## config.mk

```make
export PLATFORM = sky130hd
export DESIGN_NAME = ace_snoop_responder_flat
export DESIGN_NICKNAME = d
export VERILOG_FILES = /design/src/rtl/ace_snoop_responder_if.sv /design/src/rtl/ace_snoop_responder.sv /design/src/flat_wrapper.sv
export SDC_FILE = /design/constraint.sdc
export NUM_CORES = 1
export LEC_CHECK = 0
export CORE_ASPECT_RATIO = 0.7
export CORE_MARGIN = 10
export CORE_UTILIZATION = 46
export DETAILED_ROUTE_END_ITERATION = 6
export PLACE_DENSITY_LB_ADDON = 0.1
export SETUP_SLACK_MARGIN = 0.4
export SLEW_MARGIN = 10
export SYNTH_ARGS = -nofsm -noshare
export SYNTH_HDL_FRONTEND = slang
export SYNTH_SLANG_ARGS = --single-unit
export TNS_END_PERCENT = 1
```

## constraint.sdc

```tcl
create_clock -name clk_i -period 9.9 [get_ports clk_i]
set_input_delay 1.98 -clock clk_i [delete_from_list [all_inputs] [get_ports clk_i]]
set_output_delay 1.98 -clock clk_i [all_outputs]
set_load 0.02 [all_outputs]
```

## src/rtl/ace_snoop_responder_if.sv

```systemverilog
// Bundles the ACE snoop channels (AC/CR/CD) with the tag lookup and state
// update side channels of the responder.
interface ace_snoop_responder_if #(
  parameter int AddrWidth    = 64,
  parameter int DataWidth    = 64,
  parameter int BeatsPerLine = 4
);
  logic                              ac_valid_i;
  logic                              ac_ready_o;
  logic [AddrWidth-1:0]              ac_addr_i;
  logic [3:0]                        ac_snoop_i;
  logic [2:0]                        ac_prot_i;

  logic                              cr_valid_o;
  logic                              cr_ready_i;
  logic [4:0]                        cr_resp_o;

  logic                              cd_valid_o;
  logic                              cd_ready_i;
  logic [DataWidth-1:0]              cd_data_o;
  logic                              cd_last_o;

  logic                              lkp_req_o;
  logic [AddrWidth-1:0]              lkp_addr_o;
  logic                              lkp_gnt_i;
  logic                              lkp_hit_i;
  logic                              lkp_dirty_i;
  logic                              lkp_unique_i;
  logic [DataWidth*BeatsPerLine-1:0] lkp_line_i;

  logic                              upd_valid_o;
  logic                              upd_ready_i;
  logic [1:0]                        upd_op_o;
  logic [AddrWidth-1:0]              upd_addr_o;

  modport slave (
    input  ac_valid_i, ac_addr_i, ac_snoop_i, ac_prot_i,
    output ac_ready_o,
    output cr_valid_o, cr_resp_o,
    input  cr_ready_i,
    output cd_valid_o, cd_data_o, cd_last_o,
    input  cd_ready_i,
    output lkp_req_o, lkp_addr_o,
    input  lkp_gnt_i, lkp_hit_i, lkp_dirty_i, lkp_unique_i, lkp_line_i,
    output upd_valid_o, upd_op_o, upd_addr_o,
    input  upd_ready_i
  );

  modport master (
    output ac_valid_i, ac_addr_i, ac_snoop_i, ac_prot_i,
    input  ac_ready_o,
    input  cr_valid_o, cr_resp_o,
    output cr_ready_i,
    input  cd_valid_o, cd_data_o, cd_last_o,
    output cd_ready_i,
    input  lkp_req_o, lkp_addr_o,
    output lkp_gnt_i, lkp_hit_i, lkp_dirty_i, lkp_unique_i, lkp_line_i,
    input  upd_valid_o, upd_op_o, upd_addr_o,
    output upd_ready_i
  );
endinterface

```

## src/rtl/ace_snoop_responder.sv

```systemverilog
// ACE snoop responder: accepts one snoop at a time, looks up the tag, applies the
// cache state change, then returns the snoop response and optionally the line.
module ace_snoop_responder #(
  parameter int AddrWidth    = 64,
  parameter int DataWidth    = 64,
  parameter int BeatsPerLine = 4
) (
  input  logic                 clk_i,
  input  logic                 rst_ni,
  ace_snoop_responder_if.slave bus
);

  localparam int BeatW = (BeatsPerLine > 1) ? $clog2(BeatsPerLine) : 1;
  localparam logic [BeatW-1:0] LastBeat = BeatW'(BeatsPerLine - 1);

  typedef enum logic [2:0] {
    ST_IDLE    = 3'd0,
    ST_LOOKUP  = 3'd1,
    ST_UPDATE  = 3'd2,
    ST_SEND_CR = 3'd3,
    ST_SEND_CD = 3'd4
  } state_t;

  state_t               state_r;
  state_t               state_s;
  logic [AddrWidth-1:0] addr_r;
  logic [3:0]           snoop_r;
  logic [2:0]           prot_r;
  logic                 hit_r;
  logic                 dirty_r;
  logic                 unique_r;
  logic [DataWidth-1:0] beats_r [BeatsPerLine];
  logic [BeatW-1:0]     beat_r;
  logic [1:0]           gnt_op_s;
  logic [1:0]           cur_op_s;
  logic [4:0]           cur_resp_s;
  logic                 prot_unused_s;

  // Cache state change: 01 keeps a SharedClean copy, 10 invalidates; misses never touch the cache.
  function automatic logic [1:0] snoop_op(input logic [3:0] snoop, input logic hit);
    logic [1:0] op;
    case (snoop)
      4'b0001:                   op = 2'b01;
      4'b0111, 4'b1001, 4'b1101: op = 2'b10;
      default:                   op = 2'b00;
    endcase
    if (hit) snoop_op = op;
    else     snoop_op = 2'b00;
  endfunction

  // Response bits {WasUnique, IsShared, PassDirty, Error, DataTransfer}.
  function automatic logic [4:0] snoop_resp(input logic [3:0] snoop, input logic hit,
                                            input logic dirty, input logic uniq);
    logic dt, sh, pd, ok;
    dt = 1'b0; sh = 1'b0; pd = 1'b0; ok = 1'b1;
    case (snoop)
      4'b0000: begin dt = 1'b1;  sh = 1'b1;              end
      4'b0001: begin dt = 1'b1;  sh = 1'b1; pd = dirty;  end
      4'b0111: begin dt = 1'b1;             pd = dirty;  end
      4'b1001: begin dt = dirty;            pd = dirty;  end
      4'b1101: begin dt = 1'b0;                          end
      default: ok = 1'b0;
    endcase
    if (hit && ok) snoop_resp = {uniq, sh, pd, 1'b0, dt};
    else           snoop_resp = 5'b00000;
  endfunction

  assign gnt_op_s      = snoop_op(snoop_r, bus.lkp_hit_i);
  assign cur_op_s      = snoop_op(snoop_r, hit_r);
  assign cur_resp_s    = snoop_resp(snoop_r, hit_r, dirty_r, unique_r);
  assign prot_unused_s = ^prot_r;

  // State register, request/lookup holding registers and CD beat counter.
  always_ff @(posedge clk_i) begin
    if (!rst_ni) begin
      state_r  <= ST_IDLE;
      addr_r   <= '0;
      snoop_r  <= 4'b0000;
      prot_r   <= 3'b000;
      hit_r    <= 1'b0;
      dirty_r  <= 1'b0;
      unique_r <= 1'b0;
      beat_r   <= '0;
      for (int k = 0; k < BeatsPerLine; k++) beats_r[k] <= '0;
    end else begin
      state_r <= state_s;
      if (state_r == ST_IDLE && bus.ac_valid_i) begin
        addr_r  <= bus.ac_addr_i;
        snoop_r <= bus.ac_snoop_i;
        prot_r  <= bus.ac_prot_i;
      end
      // The line is captured at grant so a later invalidate cannot change returned data.
      if (state_r == ST_LOOKUP && bus.lkp_gnt_i) begin
        hit_r    <= bus.lkp_hit_i;
        dirty_r  <= bus.lkp_dirty_i;
        unique_r <= bus.lkp_unique_i;
        for (int k = 0; k < BeatsPerLine; k++)
          beats_r[k] <= bus.lkp_line_i[k*DataWidth +: DataWidth];
      end
      if (state_r == ST_SEND_CR && bus.cr_ready_i) begin
        beat_r <= '0;
      end else if (state_r == ST_SEND_CD && bus.cd_ready_i && beat_r != LastBeat) begin
        beat_r <= beat_r + BeatW'(1);
      end
    end
  end

  // Next-state and output decode; every payload reads zero while its valid is low.
  always_comb begin
    state_s         = state_r;
    bus.ac_ready_o  = 1'b0;
    bus.lkp_req_o   = 1'b0;
    bus.lkp_addr_o  = '0;
    bus.upd_valid_o = 1'b0;
    bus.upd_op_o    = 2'b00;
    bus.upd_addr_o  = '0;
    bus.cr_valid_o  = 1'b0;
    bus.cr_resp_o   = 5'b00000;
    bus.cd_valid_o  = 1'b0;
    bus.cd_data_o   = '0;
    bus.cd_last_o   = 1'b0;
    case (state_r)
      ST_IDLE: begin
        bus.ac_ready_o = 1'b1;
        if (bus.ac_valid_i) state_s = ST_LOOKUP;
        else                state_s = ST_IDLE;
      end
      ST_LOOKUP: begin
        bus.lkp_req_o  = 1'b1;
        bus.lkp_addr_o = addr_r;
        if (bus.lkp_gnt_i) begin
          if (gnt_op_s != 2'b00) state_s = ST_UPDATE;
          else                   state_s = ST_SEND_CR;
        end else begin
          state_s = ST_LOOKUP;
        end
      end
      ST_UPDATE: begin
        bus.upd_valid_o = 1'b1;
        bus.upd_op_o    = cur_op_s;
        bus.upd_addr_o  = addr_r;
        if (bus.upd_ready_i) state_s = ST_SEND_CR;
        else                 state_s = ST_UPDATE;
      end
      ST_SEND_CR: begin
        bus.cr_valid_o = 1'b1;
        bus.cr_resp_o  = cur_resp_s;
        if (bus.cr_ready_i) begin
          if (cur_resp_s[0]) state_s = ST_SEND_CD;
          else               state_s = ST_IDLE;
        end else begin
          state_s = ST_SEND_CR;
        end
      end
      ST_SEND_CD: begin
        bus.cd_valid_o = 1'b1;
        bus.cd_data_o  = beats_r[beat_r];
        bus.cd_last_o  = (beat_r == LastBeat);
        if (bus.cd_ready_i && beat_r == LastBeat) state_s = ST_IDLE;
        else                                      state_s = ST_SEND_CD;
      end
      default: begin
        state_s = ST_IDLE;
      end
    endcase
  end

endmodule

```

## src/flat_wrapper.sv

```systemverilog
// flat-port wrapper written by rule: the top's interface ports become plain ports
module ace_snoop_responder_flat 
#(
  parameter int AddrWidth    = 64,
  parameter int DataWidth    = 64,
  parameter int BeatsPerLine = 4
)
  (clk_i, rst_ni, bus_ac_valid_i, bus_ac_addr_i, bus_ac_snoop_i, bus_ac_prot_i, bus_ac_ready_o, bus_cr_valid_o, bus_cr_resp_o, bus_cr_ready_i, bus_cd_valid_o, bus_cd_data_o, bus_cd_last_o, bus_cd_ready_i, bus_lkp_req_o, bus_lkp_addr_o, bus_lkp_gnt_i, bus_lkp_hit_i, bus_lkp_dirty_i, bus_lkp_unique_i, bus_lkp_line_i, bus_upd_valid_o, bus_upd_op_o, bus_upd_addr_o, bus_upd_ready_i);
  ace_snoop_responder_if #(.AddrWidth(AddrWidth), .DataWidth(DataWidth), .BeatsPerLine(BeatsPerLine)) bus_i ();
  input  logic clk_i;
  input  logic rst_ni;
  input wire logic [$bits(bus_i.ac_valid_i)-1:0] bus_ac_valid_i;
  input wire logic [$bits(bus_i.ac_addr_i)-1:0] bus_ac_addr_i;
  input wire logic [$bits(bus_i.ac_snoop_i)-1:0] bus_ac_snoop_i;
  input wire logic [$bits(bus_i.ac_prot_i)-1:0] bus_ac_prot_i;
  output wire logic [$bits(bus_i.ac_ready_o)-1:0] bus_ac_ready_o;
  output wire logic [$bits(bus_i.cr_valid_o)-1:0] bus_cr_valid_o;
  output wire logic [$bits(bus_i.cr_resp_o)-1:0] bus_cr_resp_o;
  input wire logic [$bits(bus_i.cr_ready_i)-1:0] bus_cr_ready_i;
  output wire logic [$bits(bus_i.cd_valid_o)-1:0] bus_cd_valid_o;
  output wire logic [$bits(bus_i.cd_data_o)-1:0] bus_cd_data_o;
  output wire logic [$bits(bus_i.cd_last_o)-1:0] bus_cd_last_o;
  input wire logic [$bits(bus_i.cd_ready_i)-1:0] bus_cd_ready_i;
  output wire logic [$bits(bus_i.lkp_req_o)-1:0] bus_lkp_req_o;
  output wire logic [$bits(bus_i.lkp_addr_o)-1:0] bus_lkp_addr_o;
  input wire logic [$bits(bus_i.lkp_gnt_i)-1:0] bus_lkp_gnt_i;
  input wire logic [$bits(bus_i.lkp_hit_i)-1:0] bus_lkp_hit_i;
  input wire logic [$bits(bus_i.lkp_dirty_i)-1:0] bus_lkp_dirty_i;
  input wire logic [$bits(bus_i.lkp_unique_i)-1:0] bus_lkp_unique_i;
  input wire logic [$bits(bus_i.lkp_line_i)-1:0] bus_lkp_line_i;
  output wire logic [$bits(bus_i.upd_valid_o)-1:0] bus_upd_valid_o;
  output wire logic [$bits(bus_i.upd_op_o)-1:0] bus_upd_op_o;
  output wire logic [$bits(bus_i.upd_addr_o)-1:0] bus_upd_addr_o;
  input wire logic [$bits(bus_i.upd_ready_i)-1:0] bus_upd_ready_i;
  assign bus_i.ac_valid_i = bus_ac_valid_i;
  assign bus_i.ac_addr_i = bus_ac_addr_i;
  assign bus_i.ac_snoop_i = bus_ac_snoop_i;
  assign bus_i.ac_prot_i = bus_ac_prot_i;
  assign bus_ac_ready_o = bus_i.ac_ready_o;
  assign bus_cr_valid_o = bus_i.cr_valid_o;
  assign bus_cr_resp_o = bus_i.cr_resp_o;
  assign bus_i.cr_ready_i = bus_cr_ready_i;
  assign bus_cd_valid_o = bus_i.cd_valid_o;
  assign bus_cd_data_o = bus_i.cd_data_o;
  assign bus_cd_last_o = bus_i.cd_last_o;
  assign bus_i.cd_ready_i = bus_cd_ready_i;
  assign bus_lkp_req_o = bus_i.lkp_req_o;
  assign bus_lkp_addr_o = bus_i.lkp_addr_o;
  assign bus_i.lkp_gnt_i = bus_lkp_gnt_i;
  assign bus_i.lkp_hit_i = bus_lkp_hit_i;
  assign bus_i.lkp_dirty_i = bus_lkp_dirty_i;
  assign bus_i.lkp_unique_i = bus_lkp_unique_i;
  assign bus_i.lkp_line_i = bus_lkp_line_i;
  assign bus_upd_valid_o = bus_i.upd_valid_o;
  assign bus_upd_op_o = bus_i.upd_op_o;
  assign bus_upd_addr_o = bus_i.upd_addr_o;
  assign bus_i.upd_ready_i = bus_upd_ready_i;
  ace_snoop_responder #(.AddrWidth(AddrWidth), .DataWidth(DataWidth), .BeatsPerLine(BeatsPerLine)) u_core (.clk_i(clk_i), .rst_ni(rst_ni), .bus(bus_i));
endmodule
```

==> run summary, run 1 <==
Fin crit period = 5.40 ns
Synth Net Count = 1543
Overflow after GRT = 0
Maximum buffer depth of the clock tree = 3
Post-synthesis mux area share = 9.55%
Worst Skew = 0.00653 ns
DR iter-0 viols = 797
Htree depth = 2
Unrepaired setup endpoints after global routing = false
Peak Freq = 185 MHz
MaxCap Viol Count = 0
Min-Delay Path Depth = 2
First-pass GRT wire length = 69900 µm
DIE AREA = 41300 µm²
Vias = 10800
Flop pwr share = 50.1%
Most common cell after layout, fill and taps aside = clkdlybuf4s50_1
CP Capture Type = output pin
Min-delay src = u_core.addr_r[61]
Synth-to-layout area growth = 43.8%
Hold Path End = u_core.addr_r[61]
Largest net degree at the start of global routing = 257
Core Rows = 55
Reg-to-reg startpoint = u_core.state_r[0]
FF-to-FF End = u_core.beats_r[3][11]
Port Buffers = 537
Synthesized area = 15400 µm²
Final wirelength = 47700 µm
Switching share of power = 21.4%
Fin. max-slew vios = 0
DRC = 0
Slew headroom = 24.7%
Wire per inst = 22.0 µm
Initial antenna violation count = 20
Die Y = 173 µm
Crit path launch = u_core.state_r[2]
Worst-Skew Late Latency = 0.51 ns
Share of cells above drive strength 1 = 7.84%
Worst EP arrival = 3.42 ns
Post-synthesis share of cell area spent on and, or, nand and nor gates = 23.4%
Vias in the first global route = 11000
CP required = 7.92 ns
Period utilisation layout = 54.6%
HPWL after DPL = 34200 µm
Final setup vio count = 0
GRT Total Usage = 22.2%
Total CTS buffers = 34
IR drop worst, VDD = 0.0954 mV
Comb pwr share = 10.3%
EDFF count, synth = 256
Die width = 239 µm
Crit Path Max Fanout = 35
Crit start category = register
Final nets = 2034
Ys async rst share = 0%
Worst R2R Setup Slack = 6.69 ns
Pwr/cell area = 148 nW/µm²
Synth Area in XOR/XNOR = 0.0569%
Compound-cell area share of the yosys netlist = 3.83%
Worst R2R Path Depth = 3
Hold Crit Class = register to register
Setup Total Neg Slack = 0 ns
First drt pass iteration count = 5
Core Region = 32700 µm²
P_leak = 8.07 nW
Main combinational cell family by area after synthesis = simple AND/OR/NAND/NOR gates
Critical path start-end classification = register to output pin
Mapped Cells = 1205
RePlAce Congestion = 0.830
FF+latch count, synth = 334
Post-Synth Adder-Cell Area = 0.0812%
Clock share of power = 39.6%
Reg clk slew, reported paths = 0.06 ns
Worst-Margin Slew = 1.13 ns
Switching power = 0.703 mW
Root buf cell = clkbuf_16
CTS Sinks = 334
Synth unique cells = 41
Post-CTS Setup Inserts = 0
Most frequent cells in the layout = 536 x clkdlybuf4s50_1, 450 x and2_1, 256 x edfxtp_1
Post-CTS sizing = 0
Min setup slack post-route = 4.50 ns
Post-synthesis sequential area ratio = 60.0%
Ys Warns = 0
CTS tree = done
Initial Util = 47.1%
Via density per instance = 4.98
Post-place setup slack = 4.95 ns
P_int = 2.58 mW
I/O pin total = 542
Syn_area_per_cell = 12.8 µm²
Final count of hold timing violations = 0
Post-synth top flop = edfxtp_1
Hold Buf Count CTS = 0
Status = complete, no violations
DRT antenna net count = 0
[state kept, by name, indices dropped and copies added, names as in the netlist, named ones only]
| signal | count |
|---|---|
| u_core.hit_r | 1 |
| u_core.state_r | 3 |
| u_core.snoop_r | 4 |
| u_core.dirty_r | 1 |
| u_core.addr_r | 64 |
| u_core.beats_r | 256 |
| u_core.unique_r | 1 |
| u_core.beat_r | 2 |
[cell usage after synthesis (2+ instances only)]
cell      count  share of area (%)
and2_1      450                 18
edfxtp_1    256                 50
nand2_1     139                3.4
dfxtp_1      78                 10
mux4_2       64                9.4
a21boi_0     48                2.3
clkbuf_1     33               0.80
buf_2        26               0.84
clkbuf_2     24               0.78
a21boi_1     20               0.97
nand2b_1      6               0.24
a21oi_1       5               0.16
nor2_1        5               0.12
o21ai_0       5               0.16
buf_4         4               0.19
buf_6         4               0.29
nor2b_1       4               0.16
nor3_1        4               0.13
mux2i_1       3               0.19
nand3_1       3              0.097
and4b_1       2               0.13
nand3b_1      2              0.097
o311a_1       2               0.13
[per-stage QoR]
step | power, mW | std cells | utilization (%) | hold WS, ns | instance area, µm²
3_5_place_dp | 2.02 | 2087 | 64.2 | 0.453 | 21000
5_1_grt | 3.41 | 2158 | 67.7 | 0.488 | 22100
2_1_floorplan | 1.84 | 1205 | - | 0.439 | 15400
4_1_cts | 3.32 | 2148 | 67.7 | 0.463 | 22100
3_3_place_gp | 2.01 | 2087 | 64.2 | 0.447 | 21000
6_report | 3.29 | 2162 | 67.8 | 0.461 | 22100
[cell families after synthesis]
logic type | Yosys count
buffers and inverters | 93
adder cells (fa/ha/maj) | 1
other | 1
XOR/XNOR | 1
flip-flops | 334
AO/OA/AOI/OAI | 81
multiplexers | 67
AND/OR/NAND/NOR | 627
[metal layers]
layer	vias up	part of all wire, %	track usage, %
met5	-	0.17	0
met3	76	8.2	7.62
met1	5230	38	25.7
met4	12	2.2	7.64
li1	5140	-	-
met2	307	51	37.6
[worst max-delay path: stages (launching register included)]
cell,delay (ns)
dfxtp_1,0.59
or3b_4,0.47
inv_2,0.45
buf_4,0.47
and2_1,0.19
clkdlybuf4s50_1,0.72
[power groups by stage]
stage / sequential, mW / clock (mW) / combinational (mW)
after global placement: 1.67 / 0 / 0.337
after detailed placement: 1.68 / 0 / 0.341
final: 1.65 / 1.30 / 0.340
after CTS: 1.65 / 1.33 / 0.343
after global routing: 1.66 / 1.39 / 0.368
after floorplan: 1.68 / 0 / 0.160
[worst max path at each step]
stage	endpoint	slack, ns	cells after the start
finish	bus_cd_data_o[59]	4.50	5
global route	bus_cd_data_o[53]	4.27	5
CTS	bus_cd_data_o[42]	4.38	5
detailed placement	bus_cd_data_o[42]	4.95	5
global placement	bus_cd_data_o[42]	4.95	5
floorplan	u_core.beats_r[0][0]	0.72	2
[area by class of cell]
type | count | area (µm²)
Clock inverter | 9 | 92.6
Sequential cell | 334 | 9260
Inverter | 2 | 7.51
Antenna cell | 14 | 35.0
Fill cell | 2451 | 10500
Clock buffer | 52 | 1030
Tap cell | 427 | 534
Timing Repair Buffer | 546 | 5460
Multi-Input combinational cell | 778 | 5730
Note: power is estimated with default switching activity, not from simulation.
==> run 2, diff against run 1 <==
==> constraint.sdc (replaced) <==
create_clock -name clk_i -period 4.97 [get_ports clk_i]
set_input_delay 0.994 -clock clk_i [delete_from_list [all_inputs] [get_ports clk_i]]
set_output_delay 0.994 -clock clk_i [all_outputs]
set_load 0.02 [all_outputs]
==> run 2 against run 1 <==
Against the previous run: core utilization hardly changed; clock skew is 0.0029 ns higher; count of clock-buffer cells in the layout is 1 lower; hold slack hardly changed; highest routed layer unchanged.
==> run summary, run 2 (same netlist as run 1, synthesis figures left out) <==
Worst-Skew Late Latency = 0.52 ns
Critical path capture point = bus_upd_addr_o[22]
Most common cell after layout, fill and taps aside = clkdlybuf4s50_1
Final count of hold timing violations = 0
Vias = 10700
Hold Buf Count CTS = 0
DRT antenna net count = 0
Critical-path top delay cell = nor3b_4
Via density per instance = 4.93
DIE AREA = 41300 µm²
Worst Skew = 0.00940 ns
P_leak = 8.06 nW
Post-Place Cell Area = 21100 µm²
Die width = 239 µm
Crit path launch = u_core.state_r[1]
Min setup slack post-route = 0.844 ns
Final wirelength = 47400 µm
Reg clk slew, reported paths = 0.06 ns
Most frequent cells in the layout = 536 x clkdlybuf4s50_1, 450 x and2_1, 256 x edfxtp_1
Critical path start-end classification = register to output pin
Share of cells above drive strength 1 = 7.83%
Reg with most FFs = u_core.beats_r
Core Rows = 55
Worst EP arrival = 3.13 ns
Peak Freq = 242 MHz
Max reg flops = 256
Die Y = 173 µm
Core Region = 32700 µm²
Slew headroom = 28.7%
Status = complete, no violations
Total CTS buffers = 36
Worst-Margin Slew = 1.07 ns
Htree depth = 2
FF-to-FF End = u_core.beats_r[0][57]
Synth-to-layout area growth = 43.8%
Crit-path max cell delay = 0.64 ns
DR iter-0 viols = 793
Post-CTS sizing = 0
Post-route design area = 22200 µm²
Initial antenna violation count = 16
CTS Sinks = 334
Unrepaired setup endpoints after global routing = false
Final setup vio count = 0
IR drop worst, VDD = 0.207 mV
Worst R2R Path Depth = 3
Wire per inst = 21.9 µm
DRC = 0
Largest net degree at the start of global routing = 257
Reg-to-reg startpoint = u_core.state_r[0]
Crit start category = register
Post-CTS Setup Inserts = 0
Root buf cell = clkbuf_16
Crit Path Max Fanout = 52
CTS tree = done
Fin crit period = 4.13 ns
Vias in the first global route = 10900
RePlAce Congestion = 0.825
Maximum buffer depth of the clock tree = 3
Final nets = 2040
CP required = 3.98 ns
First drt pass iteration count = 4
Period utilisation layout = 83.0%
HPWL after DPL = 34600 µm
Setup Total Neg Slack = 0 ns
MaxCap Viol Count = 0
CP Capture Type = output pin
First-pass GRT wire length = 69100 µm
Initial Util = 47.1%
Worst-path cell chain = nor3b_4, buf_4, and2_1, clkdlybuf4s50_1
Worst R2R Setup Slack = 2.53 ns
Post-place setup slack = 1.38 ns
Overflow after GRT = 0
Fin. max-slew vios = 0
Pwr/cell area = 290 nW/µm²
I/O pin total = 542
GRT Total Usage = 22.1%
Hold Crit Class = register to register
Top Registers = u_core.beats_r (256), u_core.addr_r (64), u_core.snoop_r (4)
Port Buffers = 537
==> run 2: changes by cell type in the layout (fill, tap and decap cells not counted), sizes merged <==
| cell | before | now |
|---|---|---|
| diode | 14 | 12 |
| clkbuf | 52 | 51 |
| clkinvlp | 0 | 1 |
| buf | 10 | 14 |
| clkinv | 7 | 9 |
| bufinv | 2 | 0 |
==> run 2: per-layer routing <==
metal  up-vias  share of wire, %  track usage (%)
met5         -              0.17                0
met4        12               2.2             7.00
met3        71               7.9             7.32
met2       310                51             37.6
met1      5124                39             25.9
li1       5152                 -                -
==> run 2: critical path, delay by kind of cell (launching register included) <==
kind	cells	cell delay, ns
and+or+nand+nor	2	0.84
DFF	1	0.60
buffers and inverters	2	1.14
==> run 2: worst min-delay path by stage <==
stage                           start                end  depth (start not counted)
finish               u_core.addr_r[0]   u_core.addr_r[0]                          2
global route        u_core.addr_r[55]  u_core.addr_r[55]                          2
CTS                 u_core.addr_r[55]  u_core.addr_r[55]                          2
detailed placement  u_core.addr_r[55]  u_core.addr_r[55]                          2
global placement    u_core.addr_r[56]  u_core.addr_r[56]                          2
floorplan            u_core.addr_r[0]   u_core.addr_r[0]                          2
==> run 2: per-stage QoR <==
stage	cells	utilization (%)	total power [mW]	hold slack, ns
2_1_floorplan	1205	-	3.63	0.439
3_3_place_gp	2091	64.4	4.00	0.447
3_5_place_dp	2091	64.4	4.02	0.452
4_1_cts	2152	67.7	6.51	0.460
5_1_grt	2159	67.7	6.69	0.472
6_report	2164	67.8	6.43	0.461
==> run 2: area by class of cell <==
cell class	count	area (µm²)
Clock buffer	51	1020
Fill cell	2509	10500
Clock inverter	10	46.3
Antenna cell	12	30.0
Sequential cell	334	9260
Timing Repair Buffer	550	5530
Multi-Input combinational cell	778	5730
Tap cell	427	534
Inverter	2	7.51
==> run 2: where the power goes <==
group,switching [mW],internal [mW],total [mW]
Combinational,0.280,0.400,0.681
Clock,1.04,1.42,2.47
Sequential,0.0732,3.21,3.28
Total,1.40,5.03,6.43
